$ cat src/rtl/aes_feeder_pkg.sv
// aes_feeder_pkg: shared types and constants for the AES block feeder.
// Holds the FSM state encoding, bus widths and the default pipeline latency.
package aes_feeder_pkg;

  localparam int BLOCK_W     = 128;
  localparam int WORD_W      = 32;
  localparam int DEF_LATENCY = 20;

  typedef enum logic [1:0] {
    FILL,
    DRAIN,
    KEYSET
  } state_t;

endpackage

$ cat src/rtl/aes_tag_delay.sv
// aes_tag_delay: DEPTH-stage valid+data shift line; only the valids reset.
// Ports: clk, rst, in_valid/in_data (stage 0), out_valid/out_data (last stage).
module aes_tag_delay #(
  parameter int DEPTH = 20,
  parameter int W     = 128
) (
  input  logic         clk,
  input  logic         rst,
  input  logic         in_valid,
  input  logic [W-1:0] in_data,
  output logic         out_valid,
  output logic [W-1:0] out_data
);

  logic [DEPTH-1:0] vld;
  logic [W-1:0]     dat [DEPTH];

  always_ff @(posedge clk) begin
    if (rst) begin
      vld <= '0;
    end else begin
      vld[0] <= in_valid;
      for (int i = 1; i < DEPTH; i++) vld[i] <= vld[i-1];
    end
  end

  always_ff @(posedge clk) begin
    dat[0] <= in_data;
    for (int i = 1; i < DEPTH; i++) dat[i] <= dat[i-1];
  end

  assign out_valid = vld[DEPTH-1];
  assign out_data  = dat[DEPTH-1];

endmodule

$ cat src/rtl/aes_block_feeder.sv
// aes_block_feeder: packs 32-bit words into 128-bit blocks for an AES loopback
// pipeline, checks returned blocks against delayed tags, sequences key changes.
// Ports: Clk/Rst; Word_In/Word_Valid/Word_Ready; Key_In/Key_Valid/Key_Ready;
// Block_Out/Key_Out to the pipeline, Ret_Text back from it; Issue,
// Check_Valid/Check_Ok, Err_Count and In_Flight status outputs.
module aes_block_feeder
  import aes_feeder_pkg::*;
#(
  parameter int LATENCY = DEF_LATENCY,
  parameter int ERR_W   = 16
) (
  input  logic               Clk,
  input  logic               Rst,
  input  logic [WORD_W-1:0]  Word_In,
  input  logic               Word_Valid,
  output logic               Word_Ready,
  input  logic [BLOCK_W-1:0] Key_In,
  input  logic               Key_Valid,
  output logic               Key_Ready,
  output logic [BLOCK_W-1:0] Block_Out,
  output logic [BLOCK_W-1:0] Key_Out,
  input  logic [BLOCK_W-1:0] Ret_Text,
  output logic               Issue,
  output logic               Check_Valid,
  output logic               Check_Ok,
  output logic [ERR_W-1:0]   Err_Count,
  output logic [4:0]         In_Flight
);

  state_t                  state;
  logic [1:0]              cnt;
  logic [3*WORD_W-1:0]     hold;
  logic                    key_go;
  logic                    take;
  logic                    last;
  logic                    tag_valid;
  logic [BLOCK_W-1:0]      tag_data;
  logic                    bad;

  // A key request at a block boundary wins over a word offered
  // in the same cycle, so Word_Ready drops to refuse that word.
  assign key_go     = (state == FILL) && Key_Valid && (cnt == 2'd0);
  assign Word_Ready = !Rst && (state == FILL) && !key_go;
  assign Key_Ready  = !Rst && (state == KEYSET);
  assign take       = Word_Valid && Word_Ready;
  assign last       = take && (cnt == 2'd3);
  assign bad        = tag_valid && (Ret_Text != tag_data);

  aes_tag_delay #(
    .DEPTH (LATENCY),
    .W     (BLOCK_W)
  ) u_delay (
    .clk       (Clk),
    .rst       (Rst),
    .in_valid  (last),
    .in_data   ({hold, Word_In}),
    .out_valid (tag_valid),
    .out_data  (tag_data)
  );

  // First three words of a block; oldest ends up in the top slot.
  always_ff @(posedge Clk) begin
    if (take) hold <= {hold[2*WORD_W-1:0], Word_In};
  end

  always_ff @(posedge Clk) begin
    if (Rst) begin
      state       <= FILL;
      cnt         <= 2'd0;
      Block_Out   <= '0;
      Key_Out     <= '0;
      Issue       <= 1'b0;
      Check_Valid <= 1'b0;
      Check_Ok    <= 1'b0;
      Err_Count   <= '0;
      In_Flight   <= 5'd0;
    end else begin
      Issue       <= last;
      Check_Valid <= tag_valid;
      Check_Ok    <= tag_valid && !bad;
      if (bad && (Err_Count != '1))
        Err_Count <= Err_Count + ERR_W'(1);
      if (last && !tag_valid)
        In_Flight <= In_Flight + 5'd1;
      else if (!last && tag_valid)
        In_Flight <= In_Flight - 5'd1;
      if (take) cnt <= cnt + 2'd1;
      if (last) Block_Out <= {hold, Word_In};
      unique case (state)
        FILL: begin
          if (key_go) state <= DRAIN;
        end
        DRAIN: begin
          if (!Key_Valid)
            state <= FILL;
          else if ((In_Flight == 5'd0) && !Issue)
            state <= KEYSET;
        end
        KEYSET: begin
          Key_Out <= Key_In;
          state   <= FILL;
        end
        default: state <= FILL;
      endcase
    end
  end

endmodule
$ cat config.mk
export PLATFORM = sky130hd
export DESIGN_NAME = aes_block_feeder
export DESIGN_NICKNAME = d
export VERILOG_FILES = /design/src/rtl/aes_feeder_pkg.sv /design/src/rtl/aes_tag_delay.sv /design/src/rtl/aes_block_feeder.sv
export SDC_FILE = /design/constraint.sdc
export NUM_CORES = 2
export LEC_CHECK = 0
export ABC_AREA = 1
export BUFFER_PORTS_ARGS = -buffer_cell sky130_fd_sc_hd__buf_2
export CAP_MARGIN = 20
export CELL_PAD_IN_SITES_DETAIL_PLACEMENT = 1
export CELL_PAD_IN_SITES_GLOBAL_PLACEMENT = 1
export CORE_UTILIZATION = 47
export CTS_CLUSTER_SIZE = 25
export DETAILED_ROUTE_END_ITERATION = 10
export PLACE_DENSITY_LB_ADDON = 0.12
export SETUP_SLACK_MARGIN = 0.02
export SLEW_MARGIN = 15
export SYNTH_ARGS = -nofsm -noshare
export SYNTH_HDL_FRONTEND = slang
export SYNTH_SLANG_ARGS = --single-unit
$ cat constraint.sdc
create_clock -name Clk -period 5.4 [get_ports Clk]
set_input_delay 0.81 -clock Clk [delete_from_list [all_inputs] [get_ports Clk]]
set_output_delay 0.81 -clock Clk [all_outputs]
set_load 0.01 [all_outputs]
* After elaboration in Yosys (flattened, before gate mapping)
Memory sizes are Yosys's and may differ from the RTL's.
Cells that the tools add are included.
** Word-level totals
- Register bits :: 400
- Bits in writable memories :: 2560
- Input bits :: 292
- Output and inout bits :: 282
- Word-level logic and storage cells :: 53
- Memories kept :: 1
** Memories
- u_delay.dat :: words 20, width 128, rd ports 20, clocked after Yosys merged registers in 0, wr ports 20, line aes_tag_delay.sv:16 : logic [W-1:0] dat [DEPTH];
** Operators by class
- Add/sub/neg operators :: 4
- Equal/unequal tests :: 7
- Mux-type cells :: 6
- Reductions and logical operators :: 24
** Operators with widths (number)
- inequality test 128 bit :: 1
- adder 16 x 1 -> 16 bit (second input constant) :: 1
- inequality test 16 bit (second input constant) :: 1
- logical AND 1 bit :: 13
- two-way mux 5 bit :: 2
- zero test 1 bit :: 6
- two-way mux 2 bit :: 3
- adder 5 x 1 -> 5 bit (second input constant) :: 1
- zero test 5 bit :: 1
- subtractor 5 x 1 -> 5 bit (second input constant) :: 1
- equality test 2 bit (second input constant) :: 2
- zero test 2 bit :: 2
- one-hot mux 2 bit (2 select lines) :: 1
- inequality test 3 bit (second input constant) :: 1
- adder 2 x 1 -> 2 bit (second input constant) :: 1
- equality test 2 x 1 -> 1 bit (second input constant) :: 1
- inequality test 2 bit (second input constant) :: 1
- AND reduction 2 bit :: 1
- nonzero test 2 bit :: 1

* Longest topological paths before layout
- Word-level depth :: 11
- Gate-level depth with buffers :: 20
- Gate-level depth less buffers :: 19

* By module
From an unflattened synthesis, not the netlist that was laid out.
** Unflattened totals
- Cells, all modules :: 4514
- Area, all modules :: 67858.8 µm²
** By module, submodules not included
- aes_tag_delay :: instances 1, cells an instance 2750, area each 52783.1 µm², sequential area each 51649.5 µm²
- aes_block_feeder :: instances 1, cells an instance 1764, area each 15075.7 µm², sequential area each 8568.2 µm²

* Worst setup path after synthesis
OpenSTA, ideal clock, no wires.
- Path type :: input-to-reg
- From :: in Key_Valid
- To :: reg In_Flight[4]
- Library setup time :: 119 ps
- Arrival :: 4002 ps
- Data required time :: 5281 ps
- Setup slack :: 1278 ps
- Cell stages on the path :: 18
- Buffers on the path :: 1
- Cells stage by stage :: nand2_1 -> nand2_2 -> nor2_4 -> nand2_2 -> inv_2 -> nand2_4 -> clkinv_2 -> buf_2 -> ha_1 -> inv_1 -> fa_1 -> a21o_1 -> a21oi_1 -> nor2_1 -> nor2_1 -> nand2_1 -> o21ai_0 -> a21oi_1
** Between the ends
- Longest elaborated chain between the ends :: 9
- Elaborated cells between the ends (all ways) :: 11
- Classes of those cells :: 1 x mux; 10 x reduce/logical
** Ends and longest elaborated chain
- from (decl) :: line aes_block_feeder.sv:18 : input logic Key_Valid,
- logical AND 1 bit * (2 in series) :: line aes_block_feeder.sv:42 : assign key_go = (state == FILL) && Key_Valid && (cnt == 2'd0);
- zero test 1 bit * :: line aes_block_feeder.sv:43 : assign Word_Ready = !Rst && (state == FILL) && !key_go;
- logical AND 1 bit * :: line aes_block_feeder.sv:43
- via Word_Ready :: line aes_block_feeder.sv:16 : output logic Word_Ready,
- logical AND 1 bit * :: line aes_block_feeder.sv:45 : assign take = Word_Valid && Word_Ready;
- via take :: line aes_block_feeder.sv:34 : logic take;
- logical AND 1 bit * :: line aes_block_feeder.sv:46 : assign last = take && (cnt == 2'd3);
- via last :: line aes_block_feeder.sv:35 : logic last;
- zero test 1 bit :: line aes_block_feeder.sv:85 : else if (!last && tag_valid)
- logical AND 1 bit :: line aes_block_feeder.sv:85
- nonzero test 2 bit (no line)
- to (signal assigned) :: line aes_block_feeder.sv:84 : In_Flight <= In_Flight + 5'd1;
- to (signal assigned) :: line aes_block_feeder.sv:86 : In_Flight <= In_Flight - 5'd1;
- to (decl) :: line aes_block_feeder.sv:27 : output logic [4:0] In_Flight
Mark *: on every way through the listed nets, which the timed path passes. The rest lies on a longest branch.
A chain may end at the register's enable or synchronous reset.

* Worst setup path in the final report
- From :: reg cnt[0]
- To :: reg Block_Out[81]
** Between the ends
- Longest elaborated chain between the ends :: 6
- Elaborated cells between the ends (all ways) :: 7
- Classes of those cells :: 1 x eq/ne; 6 x reduce/logical
** Ends and longest elaborated chain
- from (decl) :: line aes_block_feeder.sv:31 : logic [1:0] cnt;
- from (signal assigned) :: line aes_block_feeder.sv:87 : if (take) cnt <= cnt + 2'd1;
- zero test 2 bit :: line aes_block_feeder.sv:42
- logical AND 1 bit :: line aes_block_feeder.sv:42
- zero test 1 bit :: line aes_block_feeder.sv:43
- logical AND 1 bit :: line aes_block_feeder.sv:43
- logical AND 1 bit :: line aes_block_feeder.sv:45
- via take :: line aes_block_feeder.sv:34
- logical AND 1 bit :: line aes_block_feeder.sv:46
- to (signal assigned) :: line aes_block_feeder.sv:88 : if (last) Block_Out <= {hold, Word_In};
- to (decl) :: line aes_block_feeder.sv:20 : output logic [BLOCK_W-1:0] Block_Out,
The timed path passes the listed nets, and every way through them passes these cells.

==> results.json <==
{
  "status": "finished clean",
  "tritoncts": "done",
  "clock-sinks": 2959,
  "post-route-util_pct": 57.35,
  "synth_mux_area_share_pct": 0,
  "p_clk_share_pct": 45.1,
  "maxCapViolations": 0,
  "cts_resized": 0,
  "die_area_um2": 143900,
  "cts_inserted_buffers": 290,
  "setup_viol": 0,
  "most-common-layout-cells": "dfxtp_1, nor2_1, buf_2, clkbuf_16, o21ai_0",
  "crit_chain": "inv_1, ha_1, nand2_1, nand2_2, nor2_4, nand2_2, inv_6, nand2_8, inv_6, buf_4, buf_4, nor2_1, nor2_1",
  "clk_latency_ns": 0.89,
  "syn_area_per_cell_um2": 15.25,
  "synth-compound-area-share_pct": 2.048,
  "r2r_slack_ns": 1.47,
  "vias": 30850,
  "synthesis.nets": 4690,
  "wl_per_cell_um": 16.42,
  "track_usage_pct": 16.36,
  "floorplan.rows": 138,
  "yosysWarnings": 0,
  "skew_ns": 0.06334,
  "worstSetupEndpointType": "flop",
  "p_sw_share_pct": 19.26,
  "overflow": 0,
  "slew_violations": 0,
  "ys_types": 37,
  "hold_viol_final": 0,
  "min_period_over_period_pct": 72.74,
  "io_buffer_count": 573,
  "synthSimpleGateAreaFrac_pct": 4.990,
  "cts_hold_buf": 0,
  "netlist_area_um2": 66940,
  "vdd_drop_max_v": 0.0003434,
  "setup_tns_ns": 0,
  "ios": 574,
  "power_density_nw_per_um2": 529.7,
  "grtUsageMet1_pct": 18.46,
  "final_common_cell": "dfxtp_1",
  "grt_setup_unrepaired": "false",
  "fmax_mhz": 254.6,
  "via_per_inst": 4.241,
  "p_leak_nw": 35.01,
  "drive_above_1_share_pct": 19.35,
  "crit_path_max_incr_delay_ns": 0.92,
  "place.gp.congestion": 0.7711,
  "coreArea_um2": 141400,
  "grt_pass1_vias": 31790,
  "ant_nets": 0,
  "antenna_found_initial": 20,
  "cts_setup_buffers": 0,
  "path_delay_family": "buffers and inverters",
  "grt_max_degree": 138,
  "grtUsageMet3_pct": 6.595,
  "drcViolationCount": 0,
  "yosysSeqAreaShare_pct": 89.92,
  "ctsRootBufferMaster": "clkbuf_16",
  "synth_top_family_by_area": "simple AND/OR/NAND/NOR gates",
  "dieWidth_um": 379.4,
  "nets": 5471,
  "synthAdderAreaFrac_pct": 0.1607,
  "intPower_w": 0.03468,
  "crit_slowest_cell": "buf_4",
  "ys_ff_latch": 2959,
  "combinationalPowerShare_pct": 1.1,
  "die_h_um": 379.4,
  "critPathLaunchType": "flop",
  "cp.required_ns": 6.18,
  "h-tree-depth": 5,
  "yosys-top-cells-area": "dfxtp_1, edfxtp_1, nor2_1, o21ai_0, xnor2_1",
  "arrival_ns": 4.71,
  "hold_class": "input pin to flop",
  "worst_pin_slew_ns": 1.082,
  "grt-busiest-layer": "met2",
  "drtIter0Drc": 1399,
  "synth_top_cell_by_area": "dfxtp_1",
  "dp_hpwl_um": 74300,
  "seq_power_share_pct": 53.8,
  "critPathBufInv": 5,
  "clk_pin_slew_worst_paths_ns": 0.06,
  "drt_pass1_iterations": 4,
  "path_max_fanout": 82,
  "fin_crit_ns": 3.928,
  "p_switching_w": 0.008273,
  "drt_wl_total_um": 119400,
  "synth_cells": 4390,
  "grtUsageMet2_pct": 27.46,
  "critical_path_class": "flop to flop",
  "start_util_pct": 47.34,
  "clock_tree.buffer_depth": 4,
  "synth-xor-area-share_pct": 1.531,
  "maxSlewHeadroom_pct": 27.90,
  "grt_pass1_wl_um": 177200,
  "synth_top_area_share_pct": 85.62,
  "syn_to_final_growth_pct": 21.14
}
path summary, 6_finish.rpt:
check | startpoint | endpoint | depth (start not counted)
min reg2reg | u_delay.dat[14][50] | u_delay.dat[15][50] | 0
max reg2reg | cnt[0] | Block_Out[81] | 13
max | cnt[0] | Block_Out[81] | 13
min | Word_In[14] | u_delay.dat[0][14] | 1
power groups by stage:
| stage | clock network [W] | registers, W | logic, W |
|---|---|---|---|
| after detailed placement | 0 | 0.0236 | 0.000499 |
| final | 0.0194 | 0.0231 | 0.000491 |
| after floorplan | 0 | 0.0235 | 0.000216 |
| after CTS | 0.0200 | 0.0231 | 0.000504 |
| after global placement | 0 | 0.0235 | 0.000485 |
| after global routing | 0.0209 | 0.0232 | 0.000548 |
state kept, by name, indices dropped and copies added (netlist names):
name,count
u_delay.dat,2560
Block_Out,128
Key_Out,128
hold,96
u_delay.vld,20
Err_Count,16
In_Flight,5
cnt,2
state,2
Check_Ok,1
Check_Valid,1
cells by family (layout without fill, tap and decap cells):
group / Yosys count / in the layout
other: 0 / 5
and+or+nand+nor: 839 / 839
DFF: 2959 / 2959
AOI/OAI and AO/OA: 273 / 273
xor gates and xnor gates: 117 / 117
adders and majority gates: 8 / 8
buffers and inverters: 194 / 1183
routing by layer:
metal / share of wire [%] / up-vias
met1: 40 / 14590
met4: 2.8 / 18
met5: 0.098 / -
met3: 8.1 / 290
met2: 49 / 680
li1: - / 15280
synth_stat cells:
cell,instances
dfxtp_1,2863
nor2_1,611
o21ai_0,252
nand2_1,171
xnor2_1,116
edfxtp_1,96
inv_1,95
clkbuf_1,71
nand3_1,20
o21ai_1,13
nand4_1,12
buf_8,11
ha_1,7
a21oi_1,6
nor2_2,6
buf_6,5
nand2_2,5
buf_2,4
nand2_4,3
nand3_2,3
buf_1,2
inv_2,2
nor2_4,2
a211oi_1,1
a21o_1,1
buf_4,1
clkinv_1,1
clkinv_2,1
fa_1,1
inv_4,1
nand3b_4,1
nor2_8,1
nor3_1,1
nor3_4,1
nor3b_1,1
nor4_1,1
xor2_1,1
layout make-up:
type                       instances  area [µm²]
antenna                            5       12.51
clock buffer                     426        8486
clock inverter                    74       813.3
fill                           13350       60320
inverter                         100       396.6
multi-input combinational       1237        5861
sequential                      2959       60200
tap                             1890        2365
timing repair buffer             583        2967
metrics by stage:
stage	setup WS [ns]	power, W	instances	area [µm²]	hold WS (ns)
finish	1.472	0.04296	7274	81100	0.08337
global placement	1.256	0.02403	6768	71760	0.3095
CTS	1.316	0.04362	7268	81050	0.003043
global route	1.050	0.04464	7273	81100	0.02190
detailed placement	1.080	0.02410	6768	71760	0.3132
floorplan	1.278	0.02370	4390	66940	0.3096
Note: power is estimated with default switching activity, not from simulation.
